File: config.mk
export PLATFORM = sky130hd
export DESIGN_NAME = fetch_unit_flat
export DESIGN_NICKNAME = d
export VERILOG_FILES = /design/src/rtl/fetch_unit_pkg.sv /design/src/rtl/fetch_unit_if.sv /design/src/rtl/fetch_unit_fifo.sv /design/src/rtl/fetch_unit.sv /design/src/flat_wrapper.sv
export SDC_FILE = /design/constraint.sdc
export NUM_CORES = 1
export LEC_CHECK = 0
export ABC_AREA = 0
export CAP_MARGIN = 0
export CORE_UTILIZATION = 46
export DETAILED_ROUTE_END_ITERATION = 12
export PLACE_DENSITY_LB_ADDON = 0.08
export SLEW_MARGIN = 30
export SYNTH_ARGS = -nofsm -noshare
export SYNTH_HDL_FRONTEND = slang
export SYNTH_SLANG_ARGS = --single-unit
File: constraint.sdc
create_clock -name clk -period 18.15 [get_ports clk]
set_input_delay 3.63 -clock clk [delete_from_list [all_inputs] [get_ports clk]]
set_output_delay 3.63 -clock clk [all_outputs]
set_load 0.005 [all_outputs]
File: src/rtl/fetch_unit_pkg.sv
// Shared types and constants for the instruction fetch stage.
package fetch_unit_pkg;

   typedef enum logic [1:0] {
      FETCH_IDLE = 2'd0,
      FETCH_WAIT = 2'd1,
      FETCH_DROP = 2'd2
   } fetch_state_e;

   localparam logic [31:0] INST_NOP = 32'h0000_0013;

   typedef struct packed {
      logic [31:0] pc;
      logic [31:0] inst;
   } fetch_entry_t;

   function automatic logic [31:0] align_pc(input logic [31:0] pc);
      return {pc[31:2], 2'b00};
   endfunction

endpackage

File: src/rtl/fetch_unit_if.sv
// Fetch stage bus: instruction memory port, redirect input and datapath handshake.
interface fetch_unit_if;

   logic        imem_req;
   logic [31:0] imem_addr;
   logic        imem_gnt;
   logic        imem_rvalid;
   logic [31:0] imem_rdata;
   logic        redirect;
   logic [31:0] redirect_pc;
   logic        inst_valid;
   logic [31:0] inst_out;
   logic [31:0] inst_pc;
   logic        inst_ready;

   modport master (
      output imem_req, imem_addr, inst_valid, inst_out, inst_pc,
      input  imem_gnt, imem_rvalid, imem_rdata, redirect, redirect_pc, inst_ready
   );

   modport slave (
      input  imem_req, imem_addr, inst_valid, inst_out, inst_pc,
      output imem_gnt, imem_rvalid, imem_rdata, redirect, redirect_pc, inst_ready
   );

endinterface

File: src/rtl/fetch_unit_fifo.sv
// Prefetch FIFO holding {pc, inst} pairs; flush wins over push and pop.
module fetch_fifo
   import fetch_unit_pkg::*;
#(
   parameter int DEPTH = 2,
   localparam int AW = $clog2(DEPTH)
) (
   input  logic         clk,
   input  logic         rst,
   input  logic         push,
   input  logic         pop,
   input  logic         flush,
   input  fetch_entry_t push_data,
   output logic [AW:0]  count,
   output fetch_entry_t head
);

   localparam int CW = AW + 1;

   fetch_entry_t mem [DEPTH];
   logic [AW:0]  rd_ptr;
   logic [AW:0]  wr_ptr;

   always_ff @(posedge clk or posedge rst) begin
      if (rst) begin
         rd_ptr <= '0;
         wr_ptr <= '0;
         for (int i = 0; i < DEPTH; i++) begin
            mem[i] <= '{pc: 32'h0, inst: INST_NOP};
         end
      end else if (flush) begin
         rd_ptr <= '0;
         wr_ptr <= '0;
      end else begin
         if (push) begin
            mem[wr_ptr[AW-1:0]] <= push_data;
            wr_ptr              <= wr_ptr + CW'(1);
         end
         if (pop) begin
            rd_ptr <= rd_ptr + CW'(1);
         end
      end
   end

   // The extra wrap bit lets full and empty be told apart by pointer difference.
   assign count = wr_ptr - rd_ptr;
   assign head  = mem[rd_ptr[AW-1:0]];

endmodule

File: src/rtl/fetch_unit.sv
// Instruction fetch stage: one outstanding memory request, prefetch FIFO, redirect flush.
module fetch_unit
   import fetch_unit_pkg::*;
#(
   parameter logic [31:0] RESET_PC = 32'h0000_0000,
   parameter int          DEPTH    = 2
) (
   input logic          clk,
   input logic          rst,
   fetch_unit_if.master bus
);

   localparam int AW = $clog2(DEPTH);
   localparam int CW = AW + 1;

   fetch_state_e state;
   fetch_state_e state_next;
   logic [31:0]  fetch_pc;
   logic [31:0]  issued_pc;
   logic [AW:0]  count;
   fetch_entry_t head;
   fetch_entry_t push_entry;
   logic         grant;
   logic         push;
   logic         pop;
   logic         head_present;

   always_ff @(posedge clk or posedge rst) begin
      if (rst) begin
         state <= FETCH_IDLE;
      end else begin
         state <= state_next;
      end
   end

   always_comb begin
      state_next = state;
      unique case (state)
         FETCH_IDLE: if (grant) state_next = FETCH_WAIT;
         FETCH_WAIT: begin
            if (bus.imem_rvalid) begin
               state_next = FETCH_IDLE;
            end else if (bus.redirect) begin
               state_next = FETCH_DROP;
            end
         end
         FETCH_DROP: if (bus.imem_rvalid) state_next = FETCH_IDLE;
         default:    state_next = FETCH_IDLE;
      endcase
   end

   always_comb begin
      head_present   = (count != '0);
      bus.imem_req   = (state == FETCH_IDLE) && (count < CW'(DEPTH)) && !bus.redirect;
      grant          = bus.imem_req && bus.imem_gnt;
      push           = (state == FETCH_WAIT) && bus.imem_rvalid && !bus.redirect;
      bus.inst_valid = head_present && !bus.redirect;
      pop            = bus.inst_valid && bus.inst_ready;
   end

   // A redirect retargets fetch immediately, even while a dropped response is pending.
   always_ff @(posedge clk or posedge rst) begin
      if (rst) begin
         fetch_pc  <= RESET_PC;
         issued_pc <= '0;
      end else begin
         if (bus.redirect) begin
            fetch_pc <= align_pc(bus.redirect_pc);
         end else if (grant) begin
            fetch_pc <= fetch_pc + 32'd4;
         end
         if (grant) begin
            issued_pc <= fetch_pc;
         end
      end
   end

   assign push_entry = '{pc: issued_pc, inst: bus.imem_rdata};

   fetch_fifo #(.DEPTH(DEPTH)) u_fifo (
      .clk       (clk),
      .rst       (rst),
      .push      (push),
      .pop       (pop),
      .flush     (bus.redirect),
      .push_data (push_entry),
      .count     (count),
      .head      (head)
   );

   assign bus.imem_addr = fetch_pc;
   assign bus.inst_out  = head_present ? head.inst : 32'h0;
   assign bus.inst_pc   = head_present ? head.pc   : 32'h0;

endmodule

File: src/flat_wrapper.sv
// flat-port wrapper written by rule: the top's interface ports become plain ports
module fetch_unit_flat import fetch_unit_pkg::*;
#(
   parameter logic [31:0] RESET_PC = 32'h0000_0000,
   parameter int          DEPTH    = 2
)
  (clk, rst, bus_imem_req, bus_imem_addr, bus_inst_valid, bus_inst_out, bus_inst_pc, bus_imem_gnt, bus_imem_rvalid, bus_imem_rdata, bus_redirect, bus_redirect_pc, bus_inst_ready);
  fetch_unit_if bus_i ();
  input logic clk;
  input logic rst;
  output wire logic [$bits(bus_i.imem_req)-1:0] bus_imem_req;
  output wire logic [$bits(bus_i.imem_addr)-1:0] bus_imem_addr;
  output wire logic [$bits(bus_i.inst_valid)-1:0] bus_inst_valid;
  output wire logic [$bits(bus_i.inst_out)-1:0] bus_inst_out;
  output wire logic [$bits(bus_i.inst_pc)-1:0] bus_inst_pc;
  input wire logic [$bits(bus_i.imem_gnt)-1:0] bus_imem_gnt;
  input wire logic [$bits(bus_i.imem_rvalid)-1:0] bus_imem_rvalid;
  input wire logic [$bits(bus_i.imem_rdata)-1:0] bus_imem_rdata;
  input wire logic [$bits(bus_i.redirect)-1:0] bus_redirect;
  input wire logic [$bits(bus_i.redirect_pc)-1:0] bus_redirect_pc;
  input wire logic [$bits(bus_i.inst_ready)-1:0] bus_inst_ready;
  assign bus_imem_req = bus_i.imem_req;
  assign bus_imem_addr = bus_i.imem_addr;
  assign bus_inst_valid = bus_i.inst_valid;
  assign bus_inst_out = bus_i.inst_out;
  assign bus_inst_pc = bus_i.inst_pc;
  assign bus_i.imem_gnt = bus_imem_gnt;
  assign bus_i.imem_rvalid = bus_imem_rvalid;
  assign bus_i.imem_rdata = bus_imem_rdata;
  assign bus_i.redirect = bus_redirect;
  assign bus_i.redirect_pc = bus_redirect_pc;
  assign bus_i.inst_ready = bus_inst_ready;
  fetch_unit #(.RESET_PC(RESET_PC), .DEPTH(DEPTH)) u_core (.clk(clk), .rst(rst), .bus(bus_i));
endmodule
==> summary.md <==
| Metric | Value |
|---|---|
| Hold Violations, Final | `0` |
| Sequential cell area | `4770 um2` |
| Fraction of layout cells with a size suffix above 1 | `23.0%` |
| Number of filler instances in the final layout | `1511` |
| Max-cap viol count | `0` |
| Final worst-path cycle share | `48.9%` |
| Count of pins over their slew limit | `0` |
| Height of the chip | `141 um` |
| Static leakage | `4.68 nW` |
| Vias per Instance | `5.49` |
| CTS-repair resized insts | `0` |
| Vias in the first global route | `6441` |
| Post-Syn Area | `8920 um2` |
| Global-route wire length before repair | `34100 um` |
| Port Buf Inserts | `161` |
| Number of nets at the end of the flow | `953` |
| Initial standard-cell utilization of the core | `47.3%` |
| Largest area contributor in the synthesized netlist | `sky130_fd_sc_hd__dfrtp_1` |
| Number of buffers created by CTS | `17` |
| Startpoint Class | `input port` |
| Antenna violations before repair | `0` |
| GRT overflow | `0` |
| Die ar. | `19900 um2` |
| Category of the critical setup timing path | `input port to output port` |
| Half-perimeter wire length after placement | `13500 um` |
| Number of synthesized flops with an enable pin | `0` |
| Run status | `finished, final reports clean` |
| Level count of the clock H-tree | `4` |
| Worst min-delay path category | `flop to flop` |
| Area fraction in compound gates after synthesis | `4.22%` |
| Data arrival time of the worst path | `5.24 ns` |
| Combinational family with the most area after synthesis | `multiplexers` |
| Top area cells in the synthesized netlist | `sky130_fd_sc_hd__dfrtp_1 52%, sky130_fd_sc_hd__mux2_2 19%, sky130_fd_sc_hd__mux2i_1 7.1%, sky130_fd_sc_hd__nor2_1 3.4%, sky130_fd_sc_hd__dfstp_2 1.8%` |
| Number of buffers added for setup after CTS | `0` |
| Count of hold buffers inserted by post-cts repair | `0` |
| Transition time at the pin with the least slew margin | `0.844 ns` |
| Minimum clock period | `8.87 ns` |
| Count of pins on the block boundary | `168` |
| Worst slew margin relative to its limit | `43.7%` |
| Share of flip-flops with an asynchronous set or reset after synthesis | `100%` |
| Area Growth Syn to Fin | `27.2%` |
| Distinct cells, synth | `51` |
| Die outline width | `141 um` |
| Core area | `18800 um2` |
| Weighted congestion reported at the end of routability-driven placement | `0.865` |
| Final antenna diode count | `0` |
| Unrepaired setup endpoints after global routing | `no` |
| Final design instance area without fill | `11300 um2` |
| Average detailed-routed wire length per instance | `18.1 um` |
| Max Root-Sink Buffers | `2` |
| Non-filler cells in the finished layout | `1154` |
| Synthesized-area fraction occupied by and/or/nand/nor cells | `11.6%` |
| CP Max Fanout | `41` |
| Fraction of synthesized cell area taken by the top area cell type | `51.6%` |
| Final routed wirelength across all metal layers | `20900 um` |
| CTS sink count | `190` |
| Clock edge transition at the registers on the reported setup and hold paths | `0.07 ns` |
| Floorplan row count | `50` |
| Cell area reported after detailed placement | `10700 um2` |
| Worst Setup End Kind | `output port` |
| Number of nets with antenna violations after detailed routing | `0` |
| Total area of multi-input combinational cells | `3920 um2` |
| Number of storage elements in the synthesis netlist | `190` |
| Total negative slack | `0 ns` |
| Detailed Routing Iterations Pass 1 | `4` |
| Post-synthesis share of cell area spent on xor and xnor gates | `1.61%` |
| Root buffer cell | `sky130_fd_sc_hd__clkbuf_16` |
| Clock tree from TritonCTS | `yes` |
| Required @ worst endpoint | `14.52 ns` |
| Sequential cell area fraction in the yosys report | `53.4%` |
| Insertion delay of the later-clocked pin in the worst-skew pair | `0.43 ns` |
| Synth warnings | `0` |
| Power density of the placed cells | `148 nW/um2` |
| Dominant register cell in the synthesized netlist | `sky130_fd_sc_hd__dfrtp_1` |
| Detailed-route via count | `6330` |
| Largest net degree at the start of global routing | `143` |
| Clock tree skew after final layout | `0.0115 ns` |
| VDD IR-drop max | `0.0848 mV` |
| Aggregate global-route resource usage | `22.2%` |
| Mean post-synth cell area | `12.0 um2` |
| Setup violations, final | `0` |
| Post-Synthesis Cells | `741` |
| Fmax | `113 MHz` |
| Share of cell area taken by muxes after synthesis | `25.9%` |
| Final core utilization | `60.2%` |
| Count of placed standard cells including taps | `1122` |
| Adder and majority gate portion of the synthesized area | `0.281%` |
| Number of DRC violations after detailed routing | `0` |
| Starting DRC count in detailed routing | `299` |
cells in the mapped netlist (2+ instances only):
master                     number
sky130_fd_sc_hd__dfrtp_1      184
sky130_fd_sc_hd__mux2_2       149
sky130_fd_sc_hd__nor2_1        80
sky130_fd_sc_hd__mux2i_1       63
sky130_fd_sc_hd__nand2_1       41
sky130_fd_sc_hd__clkbuf_1      27
sky130_fd_sc_hd__o21ai_0       20
sky130_fd_sc_hd__buf_2         18
sky130_fd_sc_hd__nand3_1       17
sky130_fd_sc_hd__nand4_1       17
sky130_fd_sc_hd__a31oi_1       13
sky130_fd_sc_hd__or3_1         10
sky130_fd_sc_hd__or4_1         10
sky130_fd_sc_hd__o31ai_1        7
sky130_fd_sc_hd__dfstp_2        6
sky130_fd_sc_hd__inv_1          6
sky130_fd_sc_hd__xnor2_1        6
sky130_fd_sc_hd__a21oi_1        5
sky130_fd_sc_hd__and4_1         5
sky130_fd_sc_hd__xor2_1         5
sky130_fd_sc_hd__buf_4          4
sky130_fd_sc_hd__nor4_1         4
sky130_fd_sc_hd__o211ai_1       4
sky130_fd_sc_hd__o311ai_0       4
sky130_fd_sc_hd__and2_1         3
sky130_fd_sc_hd__and3_1         3
sky130_fd_sc_hd__nor3_1         3
sky130_fd_sc_hd__ha_1           2
sky130_fd_sc_hd__nand4b_1       2
sky130_fd_sc_hd__or4b_1         2
per-layer routing:
| layer | part of all wire (%) | global-route usage, % | wire, um |
|---|---|---|---|
| met1 | 47 | 31.6 | 9940 |
| met5 | 0 | 0 | 0 |
| met2 | 47 | 34.3 | 9880 |
| met3 | 4.2 | 4.42 | 887 |
| met4 | 1.1 | 6.41 | 227 |
flip-flops by register name, summed over array words and instances, names as in the netlist:
register and flops:
u_core.u_fifo.mem 124, u_core.bus.imem_addr 30, u_core.issued_pc 30, u_core.state 2, u_core.u_fifo.rd_ptr 2, u_core.u_fifo.wr_ptr 2
final timing paths:
| path | end | slack (ns) | depth (start not counted) | from |
|---|---|---|---|---|
| hold / removal | u_core.issued_pc[25]$_DFFE_PP0P_ | 0.50 | 2 | u_core.issued_pc[25]$_DFFE_PP0P_ |
| max in group asynchronous | u_core.issued_pc[6]$_DFFE_PP0P_ | 13.27 | 3 | rst |
| hold reg to reg | u_core.issued_pc[25]$_DFFE_PP0P_ | 0.50 | 2 | u_core.issued_pc[25]$_DFFE_PP0P_ |
| min in group asynchronous | u_core.u_fifo.mem[77]$_DFFE_PP0P_ | 3.72 | 2 | rst |
| setup reg to reg | u_core.bus.imem_addr[21]$_DFFE_PP0P_ | 15.27 | 5 | u_core.u_fifo.rd_ptr[0]$_DFFE_PP0P_ |
| setup / recovery | bus_imem_req | 9.28 | 4 | bus_redirect |
per-stage QoR:
step / power [W] / setup WS, ns / hold WS (ns)
after floorplan: 0.00101 / 9.36 / 0.458
after global placement: 0.00127 / 9.29 / 0.482
after detailed placement: 0.00130 / 9.32 / 0.490
after CTS: 0.00170 / 9.30 / 0.505
after global routing: 0.00178 / 9.22 / 0.515
final: 0.00168 / 9.28 / 0.500
area by class of cell:
type | instances | area share [%]
Inverter | 6 | 0.309
Multi-Input combinational cell | 497 | 34.5
Sequential cell | 190 | 42.0
Tap cell | 260 | 2.87
Timing Repair Buffer | 169 | 14.7
Clock buffer | 19 | 3.99
Clock inverter | 13 | 1.56
cell usage in the layout, fill, tap and decap left out, types with 7 or more instances in the layout:
cell type,instances
sky130_fd_sc_hd__clkdlybuf4s50_1,161
sky130_fd_sc_hd__o31ai_1,7
sky130_fd_sc_hd__a31oi_1,13
sky130_fd_sc_hd__mux2_2,149
sky130_fd_sc_hd__clkbuf_16,17
sky130_fd_sc_hd__dfrtp_1,183
sky130_fd_sc_hd__mux2i_1,63
sky130_fd_sc_hd__nand4_1,17
sky130_fd_sc_hd__nand2_1,41
sky130_fd_sc_hd__nand3_1,17
sky130_fd_sc_hd__buf_4,8
sky130_fd_sc_hd__or3_1,9
sky130_fd_sc_hd__or4_1,10
sky130_fd_sc_hd__nor2_1,79
sky130_fd_sc_hd__o21ai_0,20
report_power, final:
group | internal (W) | total, W | switching [W]
sequential | 0.000577 | 0.000685 | 0.000108
clock | 0.000228 | 0.000395 | 0.000167
combinational | 0.000347 | 0.000597 | 0.000251
kinds of logic (layout without fill, tap and decap cells):
logic type                 after synthesis  after routing
buffers and inverters                   57            207
adders and majority gates                2              2
muxes                                  212            212
AOI/OAI and AO/OA                       59             59
other                                    1              4
DFF                                    190            190
and+or+nand+nor                        207            207
xor gates and xnor gates                13             13
critical path, cell delays in order:
cell,delay (ns)
sky130_fd_sc_hd__clkdlybuf4s50_1,0.39
sky130_fd_sc_hd__buf_4,0.27
sky130_fd_sc_hd__nor4_1,0.36
sky130_fd_sc_hd__clkdlybuf4s50_1,0.58
No activity file was read; power rests on OpenSTA's default activity.
